$ cat src/rtl/uar_4bit.sv
// uar_4bit: 4-bit universal shift register used as a datapath staging element.
// Each cycle a 2-bit select code picks one of four synchronous modes. Vacated
// bit positions are always filled with zero, since there is no serial input.
//
// Ports:
//   clk     in   1  rising-edge clock
//   rst_n   in   1  asynchronous active-low reset, clears q to 0000
//   d_in    in   4  parallel load data (bit 3 = MSB), used only in mode 11
//   select  in   2  00 hold, 01 shift right, 10 shift left, 11 parallel load
//   q       out  4  register contents (bit 3 = MSB), driven straight from flops
module uar_4bit (
    input  logic       clk,
    input  logic       rst_n,
    input  logic [3:0] d_in,
    input  logic [1:0] select,
    output logic [3:0] q
);

    localparam logic [1:0] SEL_HOLD  = 2'b00;
    localparam logic [1:0] SEL_SHR   = 2'b01;
    localparam logic [1:0] SEL_SHL   = 2'b10;
    localparam logic [1:0] SEL_LOAD  = 2'b11;

    logic [3:0] r_q;
    logic [3:0] w_next;

    // This is the 4:1 mux in front of each flop.
    always_comb begin
        w_next = r_q;
        case (select)
            SEL_HOLD: w_next = r_q;
            SEL_SHR:  w_next = {1'b0, r_q[3:1]};
            SEL_SHL:  w_next = {r_q[2:0], 1'b0};
            SEL_LOAD: w_next = d_in;
            default:  w_next = r_q;
        endcase
    end

    always_ff @(posedge clk or negedge rst_n) begin
        if (!rst_n) begin
            r_q <= 4'b0000;
        end else begin
            r_q <= w_next;
        end
    end

    assign q = r_q;

endmodule

$ cat config.mk
export PLATFORM = sky130hd
export DESIGN_NAME = uar_4bit
export DESIGN_NICKNAME = d
export VERILOG_FILES = /design/src/rtl/uar_4bit.sv
export SDC_FILE = /design/constraint.sdc
export NUM_CORES = 1
export LEC_CHECK = 0
export ABC_AREA = 1
export CORE_AREA = 4 4 41 43
export DETAILED_ROUTE_END_ITERATION = 8
export DIE_AREA = 0 0 45 47
export HOLD_SLACK_MARGIN = 0.05
export PLACE_DENSITY = 0.43
export SYNTH_ARGS = -nofsm -noshare
export SYNTH_HDL_FRONTEND = slang
export SYNTH_SLANG_ARGS = --single-unit
$ cat constraint.sdc
create_clock -name clk -period 0.95 [get_ports clk]
set_input_delay 0.095 -clock clk [delete_from_list [all_inputs] [get_ports clk]]
set_output_delay 0.095 -clock clk [all_outputs]
set_load 0.02 [all_outputs]
==> results.txt <==
For the initial antenna violation count, the log shows 0. The final worst setup slack was 0.0861 ns. The maximum single-stage delay on the critical path is 0.37 ns. CTS placed an instance of sky130_fd_sc_hd__clkbuf_4 at the clock tree root. The global-route total usage across every layer came out at 0.0753. The headroom to the max-slew limit came out at 0.797. The count of buffers inserted at the top-level ports was 11.

The run finished with clean final reports. Wires add up to 604 um. Setup violations remaining at the end of the flow were counted as 0. In the routed layout, each cell is associated on average with a via count of 4.16.

The first global-routing pass estimated 1.06 mm of wire. Netlist area before placement: 220 um2. The flip-flop and latch count after synthesis came out at 4.

The number of primary I/O pins is 12. The first detailed-routing pass took 4 iterations. The clock latency reported for the late side of the worst-skew pair was 0.23 ns; the placeable core region was 1300 um2. The tools report the category of the worst setup path launch point as a register.

The number of distinct library cell variants in the gate-level netlist after synthesis was 11. Sorting the synthesized cells by area gives the leading types as sky130_fd_sc_hd__dfrtp_1 45%, sky130_fd_sc_hd__nand3_1 18%, sky130_fd_sc_hd__nand2_1 15%, sky130_fd_sc_hd__buf_4 3.4%, sky130_fd_sc_hd__inv_1 3.4%. On the final layout, the worst clock skew is 0.000122 ns.

The fraction of the yosys area taken by sequential cells was 0.455; the number of pins exceeding their max-slew limit in the final report was 0. The cell type with the largest total area after synthesis is sky130_fd_sc_hd__dfrtp_1. The final cycle utilization of the critical path was 0.909. The maximum clock rate was 1160 MHz.

The end-of-flow core utilization came out at 0.295. The number of clock sinks is 4. Broken down by cell family, the worst path's largest delay share belongs to flip-flops. Type of the worst setup path: reg -> reg. The data arrival time of the worst path was 0.98 ns; the maximum net fanout on the critical path was 3. The die covers 2120 um2.

The run gives 248 as the via count of the first global-routing pass. The minimum period implied by the final worst setup slack was 0.864 ns. Counting the fill cells in the layout gives 148. The relative area change from synthesis to final layout came out at 74.4%. Most repeated cell in the gate-level netlist after synthesis: sky130_fd_sc_hd__nand2_1. The number of warnings printed during yosys synthesis was 0. The quantity of hold-fixing buffers added after cts is 0. Walking the worst path, the cells encountered are buf_4 -> nand2_1 -> nand3_1 -> nand2_1 -> nand2_1. For this design, the slowest cell found on the critical path is sky130_fd_sc_hd__dfrtp_1. Setup repair after global routing left no endpoint under its margin. The x dimension of the die was 45 um; the mean area per synthesized cell was 7.34 um2.

For this design the ratio of total power to cell area is 1490 nW/um2. Counting flops with a built-in enable in the synthesized netlist gives 0. The run gives 384 um2 as the post-route standard cell area excluding fillers. The number of hold violations in the final report is 0, and the vertical die dimension is 47 um. The proportion of netlist area held by the largest area contributor came out at 0.455. The number of buffers created by CTS is 3, and the total inserted antenna cells is 0.

The multi-input combinational cells in the finished layout cover a total of 106 um2. After detailed placement, the total cell area comes to 372 um2. Across the VDD grid, the largest voltage drop is 480 uV. For the data required time of the critical path, the log shows 1.07 ns.

The predominant post-synthesis flop cell is sky130_fd_sc_hd__dfrtp_1. The leakage power figure was 0.000207 uW. In this run the core area contains 13 standard-cell rows.

The number of DRC violations after detailed-routing iteration 0 came out at 8. The longest clock path from root to sink contains 2 buffers. Proportion of synthesized flip-flops having asynchronous set or reset: 1.00. Prior to clock tree synthesis, the placed netlist has a worst setup slack of -0.233 ns.

The register with the most flip-flops in the layout has 4 of them. Counting tap cells, the placed design contains a total of 59 instances. For this run the aggregate overflow at the end of global routing stands at 0.

The effective utilization at floorplan was 0.169; the final RePlAce weighted congestion was 0.690. The fraction of layout instances using a drive strength above 1 works out to 0.277. By count the netlist is led by 9 x sky130_fd_sc_hd__nand2_1, 8 x sky130_fd_sc_hd__nand3_1, 4 x sky130_fd_sc_hd__dfrtp_1, 2 x sky130_fd_sc_hd__inv_1. STA classifies the critical path endpoint as a register. After detailed routing, the average wire length per cell comes to 9.74 um.

Library cell appearing most often on the critical path: sky130_fd_sc_hd__nand2_1. The pin count of the biggest net entering global routing was 8. The post-layout instance count excluding filler cells is 62, and the slew at the pin closest to its max-slew limit is 0.304 ns. The number of nets in the synthesized netlist is 38. The tool flagged a number of max-cap violations equal to 0. The clock input transition at the sequential cells of the worst setup and hold paths came out at 0.03 ns.

Summing all flip-flop and latch instances after layout gives 100 um2. TritonCTS built the clock tree. The total number of vias is 258.

The net count of the finished layout is 57. Class of the tightest hold or removal check: in -> async. The worst path buffer plus inverter count is 1, and the final total power is 572 uW. After legalization and detailed placement, the total HPWL measured 512 um.

Count of H-tree levels built during CTS: 1. Synthesis produced a netlist whose cell count is 30. After detailed routing, the number of remaining DRC violations is 0. The tools report the number of nets with antenna violations after routing as 0.

The tools report the number of buffers inserted by post-CTS setup repair as 0.
-- cell families (layout without fill, tap and decap cells) --
kind of cell / Yosys count / after routing / share of synthesized area
AOI/OAI and AO/OA: 3 / 3 / 0.0795
buffers and inverters: 4 / 21 / 0.0852
DFF: 4 / 4 / 0.455
and+or+nand+nor: 19 / 19 / 0.381
-- through the flow --
step,hold WS (ns),setup TNS (ns)
after floorplan,-0.201,0
after global placement,0.306,-1.10
after detailed placement,0.310,-1.16
after CTS,0.0567,0
after global routing,0.0588,0
final,0.0628,0
-- placed cells by master (no fill, tap or decap) --
cell type	instances
sky130_fd_sc_hd__dlymetal6s2s_1	2
sky130_fd_sc_hd__o21ai_0	1
sky130_fd_sc_hd__inv_2	1
sky130_fd_sc_hd__dfrtp_1	4
sky130_fd_sc_hd__buf_2	4
sky130_fd_sc_hd__nand2_1	9
sky130_fd_sc_hd__clkdlybuf4s50_1	5
sky130_fd_sc_hd__buf_4	4
sky130_fd_sc_hd__inv_1	2
sky130_fd_sc_hd__nand3_1	8
sky130_fd_sc_hd__nor2_4	1
sky130_fd_sc_hd__o21ai_1	1
sky130_fd_sc_hd__o211ai_1	1
sky130_fd_sc_hd__clkbuf_4	3
sky130_fd_sc_hd__nor2_1	1
-- final cells by class --
type                            count  area share
Sequential cell                     4       0.261
Timing Repair Buffer               15       0.326
Multi-Input combinational cell     22       0.277
Tap cell                           15      0.0489
Clock buffer                        3      0.0586
Inverter                            3      0.0293
-- repair_timing --
action | CTS | global route
setup endpoints to repair | 4 | 3
cloned | 0 | 0
resized for setup | 16 | 3
-- layer usage --
metal | GRT usage | vias to the layer above | part of all wire
met4 | 0.0877 | 0 | 0
met1 | 0.0849 | 113 | 0.44
met2 | 0.0989 | 11 | 0.50
met5 | 0 | - | 0
met3 | 0.0307 | 0 | 0.063
li1 | - | 134 | -
-- power by group --
| group | switching (uW) | internal [uW] | leakage (uW) |
|---|---|---|---|
| combinational | 87.6 | 79.6 | 0.000141 |
| clock | 62.4 | 141 | 0.0000138 |
| sequential | 9.71 | 192 | 0.0000513 |
| total | 160 | 412 | 0.000207 |
-- final timing paths --
path / startpoint / end / slack, ns / cells past startpoint
setup / recovery: q[2] / q[1] / 0.09 / 5
hold / removal: rst_n / q[0] / 0.06 / 1
setup reg to reg: q[2] / q[1] / 0.09 / 5
hold reg to reg: q[1] / q[1] / 0.58 / 3
min in group clk: select[0] / q[0] / 0.31 / 3
max in group asynchronous: rst_n / q[2] / 0.73 / 1
Note: power is estimated with default switching activity, not from simulation.
==> patch 1, RTL diff (same settings) <==
Register the inputs `d_in` and `select` before use, without a reset. The logic sees them one clock later. Comments in the files are not updated.
--- a/src/rtl/uar_4bit.sv
+++ b/src/rtl/uar_4bit.sv
@@ -22,4 +22,12 @@
     localparam logic [1:0] SEL_LOAD  = 2'b11;
 
+    logic [3:0] d_q;
+    logic [1:0] select_q;
+
+    always_ff @(posedge clk) begin
+        d_q      <= d_in;
+        select_q <= select;
+    end
+
     logic [3:0] r_q;
     logic [3:0] w_next;
@@ -28,9 +36,9 @@
     always_comb begin
         w_next = r_q;
-        case (select)
+        case (select_q)
             SEL_HOLD: w_next = r_q;
             SEL_SHR:  w_next = {1'b0, r_q[3:1]};
             SEL_SHL:  w_next = {r_q[2:0], 1'b0};
-            SEL_LOAD: w_next = d_in;
+            SEL_LOAD: w_next = d_q;
             default:  w_next = r_q;
         endcase
Check against the original RTL: not equivalent (Yosys sat finds a counterexample within 4 cycles, from zero or initial values and one cycle with rst_n low).
==> patch 1 against the original RTL <==
  * Synthesized area up 57%
  * Final area grew 32%
  * Setup slack lost 0.017 ns
  * Combinational power fell by 4%
  * Critical path depth shrank 4
  * Routed wire length is 3.3% lower
  * Global-route usage shrank 1.3 points
  * Total power rose by 58%
  * Via count rose by 7.8%
  * Sequential cell count increased by 6
  * Critical path type is now reg -> out
  * Highest routed layer unchanged
==> patch 1: results (changes against the original RTL) <==
metric;value;unit;change
diode count;0;;unchanged
WL met1;273;um;was 263 um
Post-synth top cells;nand2_1 (10), nand3_1 (9), dfxtp_1 (6);;was nand2_1 (9), nand3_1 (8), dfrtp_1 (4)
nets;65;;was 57
layout cell share with drive strength beyond 1;27.3;%;was 27.7%
CP Launch Point;q[0]$_DFFE_PN0P_;;was q[2]$_DFFE_PN0P_
Hold Fails Final Rpt;0;;unchanged
vias in the first global route;235;;was 248
asr flop ratio synth;40.0;%;was 100%
max incr delay on CP;0.38;ns;
Synth Area in XOR/XNOR;0;%;unchanged
clock latency at the later pin of the worst-skew pair;0.25;ns;was 0.23 ns
outcome;finished clean;;unchanged
# fillers;140;;was 148
Final GP Congestion;0.721;;was 0.690
WL met3;59;um;was 38 um
Placed Instance Area;493;um^2;was 372 um^2
relative slew slack;85.2;%;was 79.7%
placed wire-length estimate;473;um;was 512 um
largest cells by area after synthesis;dfxtp_1 (35%), dfrtp_1 (29%), nand3_1 (13%);;was dfrtp_1 (45%), nand3_1 (18%), nand2_1 (15%)
Port Buffers;11;;unchanged
CTS clk-pin slew, worst paths;0.06;ns;was 0.03 ns
global route total overflow;0;;unchanged
LEAKAGE;0.247;nW;was 0.207 nW
HP Class;in -> reg;;was in -> async
Peak supply drop;0.684;mV;was 0.480 mV
reg2reg path depth;4;;was 5
Post-CTS Setup Bufs;0;;unchanged
Synth Area in Compound Gates;2.90;%;was 7.95%
post-synthesis mux area share;0;%;unchanged
termination of the worst setup path;q[0];;was q[1]$_DFFE_PN0P_
adder-cell area share of the yosys netlist;0;%;unchanged
CTS Buffer Depth;2;;unchanged
CTS Buf Count;3;;unchanged
R2R Setup Slk;0.09;ns;
slowest stage cell on the critical path;dfrtp_1;;unchanged
Setup Skew;0.00160;ns;was 0.000122 ns
library cells used by synthesis;10;;was 11
CP arrival;0.79;ns;was 0.98 ns
Total GRT Usage;6.20;%;was 7.53%
Seq/Total Area, Yosys;63.8;%;was 45.5%
DR WL met2;251;um;was 302 um
R2R Path Start;select_q[1]$_DFF_P_;;was q[2]$_DFFE_PN0P_
DR iter-0 viols;1;;was 8
Max FO, Critical Path;2;;was 3
first-pass GRT wire length;890;um;was 1060 um
largest net degree at the start of global routing;10;;was 8
Max Used Layer;met3;;unchanged
vias per cell;3.97;;was 4.16
initial antenna violation count;0;;unchanged
Mapped Nets;45;;was 38
WL final;584;um;was 604 um
## patch 1: changes by cell type after synthesis
cell | before | now
buf_4 | 1 | 0
o211ai_1 | 1 | 0
o21ai_0 | 1 | 0
dfxtp_1 | 0 | 6
inv_2 | 1 | 2
buf_6 | 0 | 1
o21ai_1 | 1 | 2
nand3_1 | 8 | 9
nand2_1 | 9 | 10
inv_1 | 2 | 1
## patch 1: cell type report
cell class	count	area, um^2	share of cell area [%]
Tap cell	15	18.8	3.70
Inverter	3	11.3	2.22
Multi-Input combinational cell	23	103	20.2
Timing Repair Buffer	16	130	25.7
Clock buffer	3	22.5	4.44
Sequential cell	10	221	43.7
## patch 1: metal layers
metal	up-vias	track usage, %
met3	0	2.30
met2	10	8.76
li1	155	-
met1	113	7.39
met4	0	5.26
met5	-	0
## patch 1: stage by stage
| stage | setup WS, ns | cells | power [W] |
|---|---|---|---|
| final | 0.0689 | 70 | 0.000903 |
| after global routing | 0.0107 | 70 | 0.000957 |
| after CTS | 0.0524 | 70 | 0.000927 |
| after detailed placement | -0.0813 | 66 | 0.000666 |
| after global placement | -0.0769 | 66 | 0.000667 |
| after floorplan | 0.112 | 37 | 0.000559 |
## patch 1: worst min-delay path by stage
stage / slack [ns] / endpoint / startpoint
global route: 0.26 / select_q[1]$_DFF_P_ / select[1]
global placement: 0.32 / q[1]$_DFFE_PN0P_ / rst_n
floorplan: -0.20 / q[0]$_DFFE_PN0P_ / rst_n
CTS: 0.27 / select_q[1]$_DFF_P_ / select[1]
finish: 0.28 / select_q[1]$_DFF_P_ / select[1]
detailed placement: 0.32 / q[0]$_DFFE_PN0P_ / rst_n
## patch 1: kinds of logic (layout without fill, tap and decap cells)
logic type | count (synthesis) | count (layout)
AO/OA/AOI/OAI | 2 | 2
flip-flops | 10 | 10
buffers and inverters | 4 | 22
AND/OR/NAND/NOR | 21 | 21
## patch 1: power by group
part	switching, W	total (W)	internal, W	leakage (nW)
Clock	0.000120	0.000265	0.000145	0.0138
Sequential	0.0000197	0.000476	0.000457	0.102
Combinational	0.0000765	0.000161	0.0000847	0.131
Total	0.000216	0.000903	0.000686	0.247
## patch 1: what timing repair did
| item | in CTS | in global routing |
|---|---|---|
| hold endpoints to repair | 4 | 0 |
| setup endpoints to repair | 6 | 0 |
| hold buffers | 1 | 0 |
| gates resized for setup | 17 | 0 |
==> patch 2, RTL diff (config.mk and constraints unchanged) <==
Without the edit above. Reset style: synchronous (`rst_n`), changed in one clocked block. Comments in the files are not updated.
--- a/src/rtl/uar_4bit.sv
+++ b/src/rtl/uar_4bit.sv
@@ -37,5 +37,5 @@
     end
 
-    always_ff @(posedge clk or negedge rst_n) begin
+    always_ff @(posedge clk) begin
         if (!rst_n) begin
             r_q <= 4'b0000;
Check against the original RTL: differs if rst_n is asserted again (counterexample within 4 cycles, from zero or initial values and one cycle with rst_n low); with rst_n held inactive, the same outputs for 10 cycles.
==> patch 2 against the original RTL <==
  * Non-clock buffer count is 3 higher
  * Core utilization is 3.5 points higher
  * Routed wire length rose by 3.8%
  * Fmax up 1.4%
  * Cell count up 16%
  * Worst hold slack improved by 0.21 ns
  * Count of clock-buffer cells in the layout did not move
  * Synthesized cell count increased by 23%
  * Die area did not move
  * Setup slack better by 0.012 ns
  * Total power decreased by 4.2%
  * Synthesized area increased by 15%
  * Sequential cell count is the same
  * Final area rose by 12%
  * Largest cell class unchanged
==> patch 2: results (changes against the original RTL) <==
metric;value;unit;change
Worst Tran Pin Value;0.209;ns;was 0.304 ns
CP Launch Point;select[1];;was q[2]$_DFFE_PN0P_
placed wire-length estimate;511;um;was 512 um
H-tree levels;1;;unchanged
Total Power;0.000548;W;was 0.000572 W
Max FO, Critical Path;9;;was 3
Seq/Total Area, Yosys;31.5;%;was 45.5%
max incr delay on CP;0.45;ns;was 0.37 ns
met3 GRT Util;6.90;%;was 3.07%
net switching power;0.000154;W;was 0.000160 W
Max Freq;1170;MHz;was 1160 MHz
nets;67;;was 57
slowest stage cell on the critical path;clkdlybuf4s50_1;;was dfrtp_1
Setup Skew;0.0103;ns;was 0.000122 ns
clock latency at the later pin of the worst-skew pair;0.25;ns;was 0.23 ns
largest net degree at the start of global routing;10;;was 8
outcome;finished clean;;unchanged
Via Count;283;;was 258
Crit Reg-Reg Endpoint;q[1]$_SDFFE_PN0P_;;was q[1]$_DFFE_PN0P_
R2R Path Start;q[2]$_SDFFE_PN0P_;;was q[2]$_DFFE_PN0P_
asr flop ratio synth;0;%;was 100%
WL met1;284;um;was 263 um
vias in the first global route;272;;was 248
first-pass GRT wire length;1080;um;was 1060 um
Mapped Nets;45;;was 38
delay-heaviest family, CP;buffers and inverters;;was flip-flops
DR WL met2;272;um;was 302 um
# fillers;159;;was 148
met1 Track Usage GR;8.86;%;was 8.49%
WL met3;69;um;was 38 um
R2R Setup Slk;0.12;ns;was 0.09 ns
top_reg_cell synth;dfxtp_1;;was dfrtp_1
pre-CTS WS;-0.187;ns;was -0.233 ns
WL final;627;um;was 604 um
Post-synth top cells;nand2_1 (9), nand3_1 (7), inv_1 (6);;was nand2_1 (9), nand3_1 (8), dfrtp_1 (4)
drt first pass iters;2;;was 4
Peak supply drop;0.546;mV;was 0.480 mV
LEAKAGE;0.233;nW;was 0.207 nW
layout cell share with drive strength beyond 1;35.1;%;was 27.7%
Final GP Congestion;0.769;;was 0.690
CTS clk-pin slew, worst paths;0.05;ns;was 0.03 ns
DR iter-0 viols;1;;was 8
library cells used by synthesis;12;;was 11
termination of the worst setup path;q[2]$_SDFFE_PN0P_;;was q[1]$_DFFE_PN0P_
-- patch 2: cell types whose count changed in the layout (fill, tap and decap cells not counted), moves of 2 or more --
cell,change
a21oi_1,+2
dfrtp_1,-4
dfxtp_1,+4
inv_1,+4
buf_4,+3
-- patch 2: logic make-up (layout without fill, tap and decap cells) --
kind of cell,after synthesis,after routing,synth area share (%)
buffers and inverters,9,29,16.3
and+or+nand+nor,18,18,33.5
DFF,4,4,31.5
AOI/OAI and AO/OA,6,6,18.7
-- patch 2: final cells by class --
cell class / count / share of cell area (%)
clock buffer: 3 / 5.25
inverter: 8 / 7.00
multi-input combinational: 24 / 30.9
sequential: 4 / 18.7
tap: 15 / 4.37
timing repair buffer: 18 / 33.8
-- patch 2: repair_timing --
action | in CTS | in global routing
setup endpoints to repair | 4 | 5
resized for setup | 12 | 5
hold buffers | 0 | 0
-- patch 2: metrics by stage --
stage	cell area [um^2]	std cells	util (%)	TNS, ns
finish	429	72	33.0	0
global route	429	72	33.0	0
CTS	452	72	34.7	0
detailed placement	424	69	32.6	-0.911
global placement	424	69	32.6	-0.931
floorplan	254	37	-	0
-- patch 2: worst min-delay path by stage --
| stage | to | slack [ns] | from | cells past startpoint |
|---|---|---|---|---|
| after floorplan | q[3]$_SDFFE_PN0P_ | 0.19 | rst_n | 2 |
| after global placement | q[0]$_SDFFE_PN0P_ | 0.59 | q[0]$_SDFFE_PN0P_ | 3 |
| after detailed placement | q[0]$_SDFFE_PN0P_ | 0.58 | q[0]$_SDFFE_PN0P_ | 3 |
| after CTS | q[3]$_SDFFE_PN0P_ | 0.45 | rst_n | 3 |
| after global routing | q[0]$_SDFFE_PN0P_ | 0.30 | select[0] | 4 |
| final | q[0]$_SDFFE_PN0P_ | 0.28 | select[0] | 4 |
